<file path="src/rtl/uart_pkg.sv">
// uart_pkg: shared UART transmit types, parity modes and baud divisor helper
package uart_pkg;
  typedef enum logic [2:0] {IDLE, START, BITS, PAR, STOP, ACK} tx_state_t;
  localparam int PAR_NONE = 0;
  localparam int PAR_ODD  = 1;
  localparam int PAR_EVEN = 2;
  function automatic int baud_div(input int clk_freq, input int baud);
    return clk_freq / baud;
  endfunction
endpackage

</file>
<file path="src/rtl/uart_tx_ctrl_if.sv">
// uart_tx_if: host handshake, serial line and bit-counter hookup of the transmitter
interface uart_tx_if;
  logic       send;
  logic [7:0] din;
  logic [3:0] bit_q;
  logic       bit_clr;
  logic       bit_inc;
  logic       tx;
  logic       busy;
  logic       done;
  modport master (output send, din, bit_q, input bit_clr, bit_inc, tx, busy, done);
  modport slave  (input send, din, bit_q, output bit_clr, bit_inc, tx, busy, done);
endinterface

</file>
<file path="src/rtl/uart_tx_ctrl_baud_timer.sv">
// baud_timer: bit-period counter, ticks on its last cycle and wraps to 0
module baud_timer #(
    parameter int DIV = 16
) (
    input  logic clk,
    input  logic rst_n,
    input  logic clr,
    output logic tick
);
    localparam int W = $clog2(DIV);
    logic [W-1:0] cnt;
    assign tick = cnt == W'(DIV - 1);
    always_ff @(posedge clk or negedge rst_n)
        if (!rst_n) cnt <= '0;
        else cnt <= (clr || tick) ? '0 : cnt + 1'b1;
endmodule

</file>
<file path="src/rtl/uart_tx_ctrl.sv">
// uart_tx_ctrl: UART transmit sequencer driving the external bit counter and the TX line
module uart_tx_ctrl
    import uart_pkg::*;
#(
    parameter int CLK_FREQ  = 100_000_000,
    parameter int BAUD_RATE = 19_200,
    parameter int PARITY    = 1
) (
    input logic     clk,
    input logic     rst_n,
    uart_tx_if.slave u
);
    localparam int DIV = baud_div(CLK_FREQ, BAUD_RATE);
    tx_state_t  state, nxt;
    logic [7:0] data;
    logic       par;
    logic       tick;
    logic       clr;
    baud_timer #(.DIV(DIV)) timer (.clk(clk), .rst_n(rst_n), .clr(clr), .tick(tick));
    always_ff @(posedge clk or negedge rst_n)
        if (!rst_n) begin
            state <= IDLE;
            data  <= '0;
            par   <= 1'b0;
        end else begin
            state <= nxt;
            if (state == IDLE && u.send) begin
                data <= u.din;
                par  <= (PARITY == PAR_EVEN) ? ^u.din : ~^u.din;
            end
        end
    always_comb begin
        nxt = state;
        case (state)
            IDLE:    nxt = u.send ? START : IDLE;
            START:   nxt = tick ? BITS : START;
            BITS:    nxt = !tick ? BITS : (u.bit_q != 4'd7) ? BITS : (PARITY != PAR_NONE) ? PAR : STOP;
            PAR:     nxt = tick ? STOP : PAR;
            STOP:    nxt = tick ? ACK : STOP;
            ACK:     nxt = u.send ? ACK : IDLE;
            default: nxt = IDLE;
        endcase
    end
    // timer restarts every state so each phase gets a full bit period
    assign clr       = state == IDLE || state == ACK || nxt != state;
    assign u.tx      = state == START ? 1'b0 : state == BITS ? data[u.bit_q[2:0]] : state == PAR ? par : 1'b1;
    assign u.busy    = state == START || state == BITS || state == PAR || state == STOP;
    assign u.done    = state == ACK;
    assign u.bit_clr = state == IDLE || state == START || state == ACK;
    assign u.bit_inc = state == BITS && tick;
endmodule

</file>
<file path="src/flat_wrapper.sv">
// flat-port wrapper written by rule: the top's interface ports become plain ports
module uart_tx_ctrl_flat import uart_pkg::*;
#(
    parameter int CLK_FREQ  = 100_000_000,
    parameter int BAUD_RATE = 19_200,
    parameter int PARITY    = 1
)
  (clk, rst_n, u_send, u_din, u_bit_q, u_bit_clr, u_bit_inc, u_tx, u_busy, u_done);
  uart_tx_if u_i ();
  input logic clk;
  input logic rst_n;
  input wire logic [$bits(u_i.send)-1:0] u_send;
  input wire logic [$bits(u_i.din)-1:0] u_din;
  input wire logic [$bits(u_i.bit_q)-1:0] u_bit_q;
  output wire logic [$bits(u_i.bit_clr)-1:0] u_bit_clr;
  output wire logic [$bits(u_i.bit_inc)-1:0] u_bit_inc;
  output wire logic [$bits(u_i.tx)-1:0] u_tx;
  output wire logic [$bits(u_i.busy)-1:0] u_busy;
  output wire logic [$bits(u_i.done)-1:0] u_done;
  assign u_i.send = u_send;
  assign u_i.din = u_din;
  assign u_i.bit_q = u_bit_q;
  assign u_bit_clr = u_i.bit_clr;
  assign u_bit_inc = u_i.bit_inc;
  assign u_tx = u_i.tx;
  assign u_busy = u_i.busy;
  assign u_done = u_i.done;
  uart_tx_ctrl #(.CLK_FREQ(CLK_FREQ), .BAUD_RATE(BAUD_RATE), .PARITY(PARITY)) u_core (.clk(clk), .rst_n(rst_n), .u(u_i));
endmodule
</file>
<file path="config.mk">
export PLATFORM = sky130hd
export DESIGN_NAME = uart_tx_ctrl_flat
export DESIGN_NICKNAME = d
export VERILOG_FILES = /design/src/rtl/uart_pkg.sv /design/src/rtl/uart_tx_ctrl_if.sv /design/src/rtl/uart_tx_ctrl_baud_timer.sv /design/src/rtl/uart_tx_ctrl.sv /design/src/flat_wrapper.sv
export SDC_FILE = /design/constraint.sdc
export NUM_CORES = 1
export LEC_CHECK = 0
export CAP_MARGIN = 20
export CORE_MARGIN = 4
export CORE_UTILIZATION = 48
export DETAILED_ROUTE_END_ITERATION = 7
export PLACE_DENSITY = 0.84
export SLEW_MARGIN = 25
export SYNTH_ARGS = -nofsm -noshare
export SYNTH_HDL_FRONTEND = slang
export SYNTH_HIERARCHICAL = 1
export SYNTH_SLANG_ARGS = --single-unit
</file>
<file path="constraint.sdc">
create_clock -name clk -period 2 [get_ports clk]
set_input_delay 0.6 -clock clk [delete_from_list [all_inputs] [get_ports clk]]
set_output_delay 0.6 -clock clk [all_outputs]
set_load 0.01 [all_outputs]
</file>
==> run summary, run 1 <==
Worst r2r src -> u_core/timer/cnt[7]
Post-synth EDFFs -> 0
Final setup fails -> 13
Synth async-reset ratio -> 100%
Fin. max-slew vios -> 0
Starting density of the core -> 50.7%
Initial antenna violation count -> 0
Gr ovfl total -> 0
Adder-cell share of the synthesized area -> 0.880%
Max frequency -> 448 MHz
Max clock buf depth -> 2
First-pass DRT Iterations -> 4
Hold Path Depth -> 1
Vias in the first global route -> 1311
Synth cell types -> 41
Largest family of logic cells by synthesized area -> simple AND/OR/NAND/NOR gates
# fillers -> 209
Pwr/cell area -> 958 nW/um^2
CP startpoint -> u_core/timer/cnt[7]
Gpl congestion -> 0.861
Net count reported at finish -> 205
Ports -> 20
Post-synthesis mux area share -> 10.1%
Sw frac -> 35.4%
Global-route wire length before repair -> 5.90 mm
Total GRT Usage -> 18.8%
Wire length per cell -> 16.0 um
Maximum VDD drop -> 0.697 mV
Antenna cells -> 0
Final hold vios -> 0
Max Clock Skew -> 0.00497 ns
Crit path time final -> 2.23 ns
Gate power share -> 47.5%
Endpoint class of the critical path -> output pin
Final wirelength -> 3.51 mm
Final Cycle Share -> 112%
YS warnings -> 6
P_sw -> 666 uW
LEAKAGE -> 0.858 nW
Share of the synthesized area in the top cell type -> 44.0%
Worst path required time -> 1.40 ns
RSZ-0062 raised after global routing -> true
Fin cells -> 219
Total CTS buffers -> 3
Largest net degree at the start of global routing -> 26
Post-Synth XOR/XNOR Area -> 7.39%
Max H-tree Level -> 1
Outcome -> finished with violations
Initial drt markers -> 60
Mapped Cells -> 136
Post-Synthesis Net Count -> 152
Hpwl dp -> 2.53 mm
PortBufs -> 19
Worst flop-to-flop path endpoint -> u_core/timer/cnt[12]
TritonCTS Sinks -> 25
Synth Area in Compound Gates -> 11.5%
Area grow syn2layout -> 38.3%
Crit path max fanout -> 2
Share of layout cells above drive strength 1 -> 43.6%
Mapped Area -> 1420 sq um
Max_cap viols -> 0
Reg2reg path depth -> 11
Avg Cell Area, Syn -> 10.5 sq um
Fin Hold WS -> 0.528 ns
DR vias -> 1255
Max-slew headroom -> 79.1%
Root buffer cell -> clkbuf_4
Area of the die -> 3900 sq um
Synth area leaders -> dfrtp_1, mux2_2, xnor2_1, a21oi_1, nor2_1
Crit-path slowest cell -> dfrtp_1
Std cell rows -> 19
Clock Latency Late Sink -> 0.33 ns
CP arrival -> 1.63 ns
Synth Area in Simple Gates -> 22.1%
Hold WC Path Type -> register to register
Final worst setup slack -> -0.233 ns
Failing checks -> negative setup slack
Min-delay src -> u_core/data[7]
Remaining antenna violation count -> 0
Worst-path cell chain -> nor4b_4 > and4_4 > nand2_4 > nor3_2 > buf_2
Worst path max stage delay -> 0.44 ns
CTS tree -> done
Register bit total from synthesis -> 25
Vias per inst -> 5.73
Crit path capture -> u_bit_inc
Sequential area share after synthesis -> 44.0%
Die Span Y -> 62.4 um
Die extent in x -> 62.4 um
Clock slew at reported path FFs -> 0.15 ns
Cell Int Power -> 1.22 mW
Sequential share of power -> 39.3%
DRC -> 0
R2R setup slack -> -0.16 ns
Setup crit start kind -> register
Post-synth top area cell -> dfrtp_1
Dominant synthesized flop cell -> dfrtp_1
Placed insts -> 208
Crit Path Class -> register to output pin
Core ar. -> 2810 sq um
Worst-Margin Slew -> 0.314 ns
Clock share of power -> 13.2%
Hold_buf cts -> 0
==> Yosys cell counts (all sizes together), types with 2 or more instances <==
master   n
nor3     5
nand3    7
nor4b    2
nand4    3
clkbuf   3
nand2    7
inv      3
buf      3
or3      4
nor2    11
or4      4
mux2i    2
o31ai    4
dfrtp   25
mux2     9
o21ai    5
xnor2    9
a21oi   11
xor2     3
==> through the flow <==
stage	utilization [%]	instance area (sq um)	setup TNS [ns]	worst slack, ns	power (mW)
global route	70.1	1970	-3.59	-0.385	2.04
detailed placement	64.7	1820	-5.72	-0.967	1.55
CTS	68.9	1930	-1.58	-0.331	1.86
finish	70.1	1970	-1.90	-0.233	1.88
global placement	64.7	1820	-5.44	-0.944	1.50
floorplan	-	1420	0	0.00240	1.22
==> critical path, delay by kind of cell (launching register included) <==
family        cells  cell delay, ns
simple gates      4            0.71
flops             1            0.44
buf+inv           1            0.14
==> power by group through the flow <==
stage / clock, mW / combinational [mW] / sequential, mW
after floorplan: 0 / 0.473 / 0.747
after global placement: 0 / 0.745 / 0.752
after detailed placement: 0 / 0.789 / 0.758
after CTS: 0.255 / 0.869 / 0.740
after global routing: 0.290 / 0.985 / 0.763
final: 0.249 / 0.895 / 0.740
==> cell families after synthesis <==
kind of cell / after synthesis
AOI/OAI and AO/OA: 26
xor gates and xnor gates: 12
adders and majority gates: 1
buffers and inverters: 9
DFF: 25
muxes: 12
and+or+nand+nor: 51
==> sequential cells by signal (all words and copies together) (netlist names) <==
register / cells
u_core/state: 3
u_core/timer/cnt: 13
u_core/par: 1
u_core/data: 8
==> how the worst min path moves through the flow <==
stage,end,slack [ns]
floorplan,u_core/data[0],0.30
global placement,u_core/data[6],0.50
detailed placement,u_core/data[7],0.50
CTS,u_core/state[1],0.53
global route,u_core/data[6],0.55
finish,u_core/data[7],0.53
==> cell usage in the layout (no fill, tap or decap), types with 2 or more instances in the layout <==
cell / netlist / final
o31ai_1: 4 / 4
nor2_2: 0 / 2
nand3_1: 7 / 7
or3_1: 2 / 2
xor2_1: 3 / 3
nor3_1: 5 / 3
xnor2_1: 9 / 9
nor2_1: 11 / 8
a21oi_2: 2 / 7
buf_6: 3 / 3
dfrtp_2: 0 / 3
dfrtp_1: 25 / 22
or4_1: 2 / 2
o21ai_0: 5 / 4
or4_4: 2 / 2
inv_1: 3 / 2
a21oi_1: 9 / 4
nor3_2: 0 / 2
dlygate4sd2_1: 0 / 3
nand4_1: 2 / 2
clkbuf_4: 0 / 3
mux2_2: 9 / 9
buf_2: 0 / 4
nor4b_4: 1 / 2
nand2_1: 7 / 6
clkdlybuf4s50_1: 0 / 12
mux2i_1: 2 / 2
or3_2: 2 / 2
buf_4: 0 / 32
==> routing by layer <==
metal | share of wire [%] | global-route usage [%]
met2 | 54 | 35.0
met1 | 41 | 21.0
met4 | 2.7 | 5.51
met5 | 0 | 0
met3 | 2.5 | 4.68
==> final cells by class <==
cell class | count | area, sq um | area share, %
Timing Repair Buffer | 54 | 440 | 22.4
Tap cell | 31 | 38.8 | 1.97
Clock buffer | 3 | 22.5 | 1.15
Clock inverter | 1 | 8.76 | 0.445
Multi-Input combinational cell | 102 | 816 | 41.5
Sequential cell | 25 | 629 | 32.0
Inverter | 3 | 11.3 | 0.573
==> what timing repair did <==
action,CTS,global route
pin swaps,6,7
setup buffers,6,2
setup endpoints to repair,18,17
resized for setup,34,13
(Power assumes the default switching activity.)
==> run 2, diff against run 1 <==
--- a/config.mk
+++ b/config.mk
@@ -5,11 +5,11 @@
 export SDC_FILE = /design/constraint.sdc
 export NUM_CORES = 1
 export LEC_CHECK = 0
-export CAP_MARGIN = 20
 export CORE_MARGIN = 4
 export CORE_UTILIZATION = 48
 export DETAILED_ROUTE_END_ITERATION = 7
 export PLACE_DENSITY = 0.84
+export SKIP_CTS_REPAIR_TIMING = 1
 export SLEW_MARGIN = 25
 export SYNTH_ARGS = -nofsm -noshare
 export SYNTH_HDL_FRONTEND = slang
==> run summary, run 2 (synthesis gave the netlist of run 1 again) <==
Area after DPL -> 1820 sq um (unchanged)
TritonCTS Sinks -> 25 (unchanged)
Final Cycle Share -> 112% (about the same)
Maximum VDD drop -> 0.708 mV (was 0.697 mV)
Cell area after layout -> 1970 sq um (about the same)
CTS tree -> done (unchanged)
Crit path max fanout -> 2 (unchanged)
Commonest non-fill, non-tap cell in the layout -> buf_4 (unchanged)
Clock slew at reported path FFs -> 0.15 ns (about the same)
CP arrival -> 1.65 ns (was 1.63 ns)
LEAKAGE -> 0.846 nW (was 0.858 nW)
First-pass DRT Iterations -> 5 (was 4)
Footprint of the multi-input gates -> 806 sq um (was 816 sq um)
Max_cap viols -> 0 (unchanged)
Vias per inst -> 5.80 (was 5.73)
Placed insts -> 208 (unchanged)
Crit path time final -> 2.25 ns (was 2.23 ns)
Gpl congestion -> 0.861 (unchanged)
Initial drt markers -> 105 (was 60)
Final setup fails -> 14 (was 13)
Die Span Y -> 62.4 um (unchanged)
Total GRT Usage -> 17.3% (was 18.8%)
Setup crit start kind -> register (unchanged)
Clock Latency Late Sink -> 0.33 ns (about the same)
Crit Path Class -> register to output pin (unchanged)
P_sw -> 657 uW (was 666 uW)
Vias in the first global route -> 1243 (was 1311)
Root buffer cell -> clkbuf_4 (unchanged)
Global-route wire length before repair -> 5.46 mm (was 5.90 mm)
Remaining antenna violation count -> 0 (unchanged)
Area grow syn2layout -> 38.3% (about the same)
RSZ-0062 raised after global routing -> true (unchanged)
Commonest cells after routing, fill and taps aside -> buf_4, dfrtp_1, clkdlybuf4s50_1, xnor2_1, mux2_2 (unchanged)
Starting density of the core -> 50.7% (unchanged)
Hold WC Path Type -> register to register (unchanged)
Max Clock Skew -> 0.00689 ns (was 0.00497 ns)
Final worst setup slack -> -0.245 ns (was -0.233 ns)
Endpoint class of the critical path -> output pin (unchanged)
Failing checks -> negative setup slack (unchanged)
Clock share of power -> 13.1% (was 13.2%)
Max-slew headroom -> 78.9% (was 79.1%)
Ports -> 20 (unchanged)
CP delay by family, top -> simple AND/OR/NAND/NOR gates (unchanged)
Std cell rows -> 19 (unchanged)
CP Buf/Inv Count -> 1 (unchanged)
Final wirelength -> 3.41 mm (was 3.51 mm)
Largest net degree at the start of global routing -> 26 (unchanged)
Max H-tree Level -> 1 (unchanged)
Worst path max stage delay -> 0.44 ns (about the same)
Gr ovfl total -> 0 (unchanged)
Worst-Margin Slew -> 0.317 ns (was 0.314 ns)
# fillers -> 199 (was 209)
Fin cells -> 218 (was 219)
Max FFs per register -> 13 (unchanged)
Met3 WL -> 124 um (was 89 um)
Total CTS buffers -> 3 (unchanged)
Wire length per cell -> 15.6 um (was 16.0 um)
Gate power share -> 47.2% (was 47.5%)
Max clock buf depth -> 2 (unchanged)
Sequential share of power -> 39.7% (was 39.3%)
Share of layout cells above drive strength 1 -> 42.8% (was 43.6%)
Sw frac -> 35.2% (was 35.4%)
DR vias -> 1264 (was 1255)
DR top layer -> met4 (unchanged)
Final hold vios -> 0 (unchanged)
Wire length on met1 -> 1.41 mm (was 1.43 mm)
DRC -> 0 (unchanged)
Worst-path cell chain -> nor4b_4 > and4_4 > nand2_2 > nor3_2 > buf_2 (was nor4b_4 > and4_4 > nand2_4 > nor3_2 > buf_2)
Leading registers by flop count -> u_core/timer/cnt x13, u_core/data x8, u_core/state x3 (unchanged)
FF/Latch Area -> 629 sq um (unchanged)
Antenna cells -> 0 (unchanged)
Die extent in x -> 62.4 um (unchanged)
Pwr/cell area -> 948 nW/um^2 (was 958 nW/um^2)
Net count reported at finish -> 204 (was 205)
Crit-path slowest cell -> dfrtp_1 (unchanged)
Cell Int Power -> 1.21 mW (was 1.22 mW)
Fin. max-slew vios -> 0 (unchanged)
Routed wl met2 -> 1.81 mm (was 1.90 mm)
Hpwl dp -> 2.53 mm (unchanged)
Dpl ws -> -0.967 ns (unchanged)
Initial antenna violation count -> 0 (unchanged)
Core ar. -> 2810 sq um (unchanged)
Reg with most FFs -> u_core/timer/cnt (unchanged)
PortBufs -> 19 (unchanged)
Outcome -> finished with violations (unchanged)
Worst path required time -> 1.40 ns (about the same)
Max frequency -> 445 MHz (was 448 MHz)
Area of the die -> 3900 sq um (unchanged)
-- run 2: power groups by stage --
stage / logic (mW) / clock network [mW] / registers (mW)
2_1_floorplan: 0.473 / 0 / 0.747
3_3_place_gp: 0.745 / 0 / 0.752
3_5_place_dp: 0.789 / 0 / 0.758
4_1_cts: 0.795 / 0.255 / 0.749
5_1_grt: 0.969 / 0.286 / 0.763
6_report: 0.881 / 0.245 / 0.740
-- run 2: routing by layer --
layer  global-route usage [%]  vias up
met1                     19.6      618
met4                     5.23        0
met3                     4.68        8
met2                     31.7       35
li1                         -      603
met5                        0        -
-- run 2: final cells by class --
type                    count  share of cell area [%]
well taps                  31                    1.97
inverters                   3                   0.699
clock inverters             1                   0.445
flip-flops and latches     25                    32.0
multi-input cells         102                    40.9
clock buffers               3                    1.14
repair buffers             53                    22.8
-- run 2: worst paths after layout --
path	slack [ns]	cells past startpoint	endpoint	from
worst max-delay path	-0.25	5	u_bit_inc	u_core/timer/cnt[8]
worst min-delay path	0.53	1	u_core/data[7]	u_core/data[7]
worst max register to register	-0.07	12	u_core/timer/cnt[12]	u_core/timer/cnt[0]
worst min register to register	0.53	1	u_core/data[7]	u_core/data[7]
max in group asynchronous	1.13	2	u_core/state[2]	rst_n
min in group asynchronous	0.61	2	u_core/data[2]	rst_n
-- run 2: metrics by stage --
step                TNS [ns]  hold slack [ns]  utilization [%]  total power, mW
floorplan                  0            0.304                -             1.22
global placement       -5.44            0.496             64.7             1.50
detailed placement     -5.72            0.504             64.7             1.55
CTS                    -4.81            0.538             65.8             1.80
global route           -2.69            0.552             70.2             2.02
finish                 -1.17            0.528             70.2             1.87
==> run 3, diff against run 2 <==
--- a/config.mk
+++ b/config.mk
@@ -6,9 +6,9 @@
 export NUM_CORES = 1
 export LEC_CHECK = 0
 export CORE_MARGIN = 4
-export CORE_UTILIZATION = 48
+export CORE_UTILIZATION = 45
 export DETAILED_ROUTE_END_ITERATION = 7
-export PLACE_DENSITY = 0.84
+export PLACE_DENSITY = 0.8
 export SKIP_CTS_REPAIR_TIMING = 1
 export SLEW_MARGIN = 25
 export SYNTH_ARGS = -nofsm -noshare
==> run summary, run 3 (synthesis gave the netlist of run 1 again) <==
Outcome -> finished with violations (unchanged)
Failing checks -> negative setup slack (unchanged)
Total CTS buffers -> 3 (unchanged)
Endpoint class of the critical path -> output pin (unchanged)
Core Util, Final -> 66.8% (was 70.2%)
Reg with most FFs -> u_core/timer/cnt (unchanged)
Hold WC Path Type -> register to register (unchanged)
Final setup fails -> 15 (was 14)
Vias per inst -> 5.41 (was 5.80)
Final worst setup slack -> -0.340 ns (was -0.245 ns)
Max FFs per register -> 13 (unchanged)
Area after DPL -> 1850 sq um (was 1820 sq um)
Crit Path Class -> register to output pin (unchanged)
TritonCTS Sinks -> 25 (unchanged)
Worst-Margin Slew -> 0.321 ns (was 0.317 ns)
DRC -> 0 (unchanged)
Clock slew at reported path FFs -> 0.15 ns (about the same)
Final hold vios -> 0 (unchanged)
Wire length per cell -> 15.0 um (was 15.6 um)
Fin cells -> 236 (was 218)
Share of layout cells above drive strength 1 -> 42.7% (was 42.8%)
DR vias -> 1276 (was 1264)
RSZ-0062 raised after global routing -> true (unchanged)
LEAKAGE -> 0.900 nW (was 0.846 nW)
Final wirelength -> 3.53 mm (was 3.41 mm)
Area grow syn2layout -> 42.2% (was 38.3%)
Commonest cells after routing, fill and taps aside -> buf_4, dfrtp_1, clkdlybuf4s50_1, nor2_1 (was buf_4, dfrtp_1, clkdlybuf4s50_1, xnor2_1, mux2_2)
Fin Hold WS -> 0.538 ns (was 0.528 ns)
Die extent in x -> 64.2 um (was 62.4 um)
Max_cap viols -> 0 (unchanged)
Gpl congestion -> 0.855 (was 0.861)
Remaining antenna violation count -> 0 (unchanged)
Initial antenna violation count -> 0 (unchanged)
Initial drt markers -> 59 (was 105)
Net count reported at finish -> 209 (was 204)
Crit path max fanout -> 2 (unchanged)
Cell area after layout -> 2020 sq um (was 1970 sq um)
Global-route wire length before repair -> 5.35 mm (was 5.46 mm)
CP arrival -> 1.74 ns (was 1.65 ns)
Ports -> 20 (unchanged)
Root buffer cell -> clkbuf_4 (unchanged)
Area of the die -> 4120 sq um (was 3900 sq um)
Antenna cells -> 0 (unchanged)
Maximum VDD drop -> 0.666 mV (was 0.708 mV)
Max H-tree Level -> 1 (unchanged)
Starting density of the core -> 47.0% (was 50.7%)
Dpl ws -> -1.02 ns (was -0.967 ns)
Max Clock Skew -> 0.00885 ns (was 0.00689 ns)
Max-slew headroom -> 78.6% (was 78.9%)
CTS tree -> done (unchanged)
Setup crit start kind -> register (unchanged)
Clock Latency Late Sink -> 0.33 ns (about the same)
PortBufs -> 19 (unchanged)
Leading registers by flop count -> u_core/timer/cnt x13, u_core/data x8, u_core/state x3 (unchanged)
Placed insts -> 224 (was 208)
Commonest non-fill, non-tap cell in the layout -> buf_4 (unchanged)
Pwr/cell area -> 962 nW/um^2 (was 948 nW/um^2)
Gr ovfl total -> 0 (unchanged)
Largest net degree at the start of global routing -> 26 (unchanged)
Worst path required time -> 1.40 ns (about the same)
Max clock buf depth -> 2 (unchanged)
Std cell rows -> 20 (was 19)
Max frequency -> 427 MHz (was 445 MHz)
Core ar. -> 3030 sq um (was 2810 sq um)
Total GRT Usage -> 16.7% (was 17.3%)
Die Span Y -> 64.2 um (was 62.4 um)
Crit path time final -> 2.34 ns (was 2.25 ns)
Final Cycle Share -> 117% (was 112%)
Vias in the first global route -> 1183 (was 1243)
Hpwl dp -> 2.47 mm (was 2.53 mm)
Fin. max-slew vios -> 0 (unchanged)
First-pass DRT Iterations -> 4 (was 5)
run 3: cell types whose count changed in the layout (fill, tap and decap cells not counted), sizes merged:
cell          previous run  this run
dlymetal6s2s             3         4
inv                      4         3
clkinvlp                 0         1
buf                     36        40
run 3: layer usage:
metal	global-route usage, %	vias to the layer above	routed length, um
li1	-	613	-
met1	19.8	634	1450
met2	29.9	23	1930
met3	2.64	6	84
met4	6.33	0	59
met5	0	-	0
run 3: metrics by stage:
stage / setup TNS (ns) / power [mW]
CTS: -6.40 / 1.82
floorplan: 0 / 1.22
detailed placement: -7.12 / 1.58
global route: -4.71 / 2.09
finish: -2.97 / 1.95
global placement: -6.47 / 1.53
run 3: cell type report:
type | count | area [sq um]
Fill cell | 230 | 1000
Multi-Input combinational cell | 102 | 805
Inverter | 3 | 11.3
Clock inverter | 1 | 7.51
Timing Repair Buffer | 58 | 494
Tap cell | 44 | 55.1
Sequential cell | 25 | 628
Clock buffer | 3 | 22.5
run 3: final timing paths:
kind | startpoint | endpoint | slack [ns] | cells past startpoint
max reg2reg | u_core/timer/cnt[0] | u_core/timer/cnt[5] | -0.21 | 12
max in group asynchronous | rst_n | u_core/state[0] | 1.13 | 2
min in group asynchronous | rst_n | u_core/timer/cnt[3] | 0.61 | 2
min | u_core/data[2] | u_core/data[2] | 0.54 | 1
max | u_core/timer/cnt[8] | u_bit_inc | -0.34 | 6
min reg2reg | u_core/data[2] | u_core/data[2] | 0.54 | 1
run 3: worst max-delay path, stage by stage (launching register included):
cell     delay, ns
dfrtp_1       0.43
nor4b_2       0.29
buf_4         0.15
and4_4        0.23
nand2_4       0.06
nor3_2        0.13
buf_2         0.14
run 3: power by group:
part / switching, mW / internal (mW)
logic: 0.419 / 0.520
clock network: 0.162 / 0.0765
registers: 0.109 / 0.660
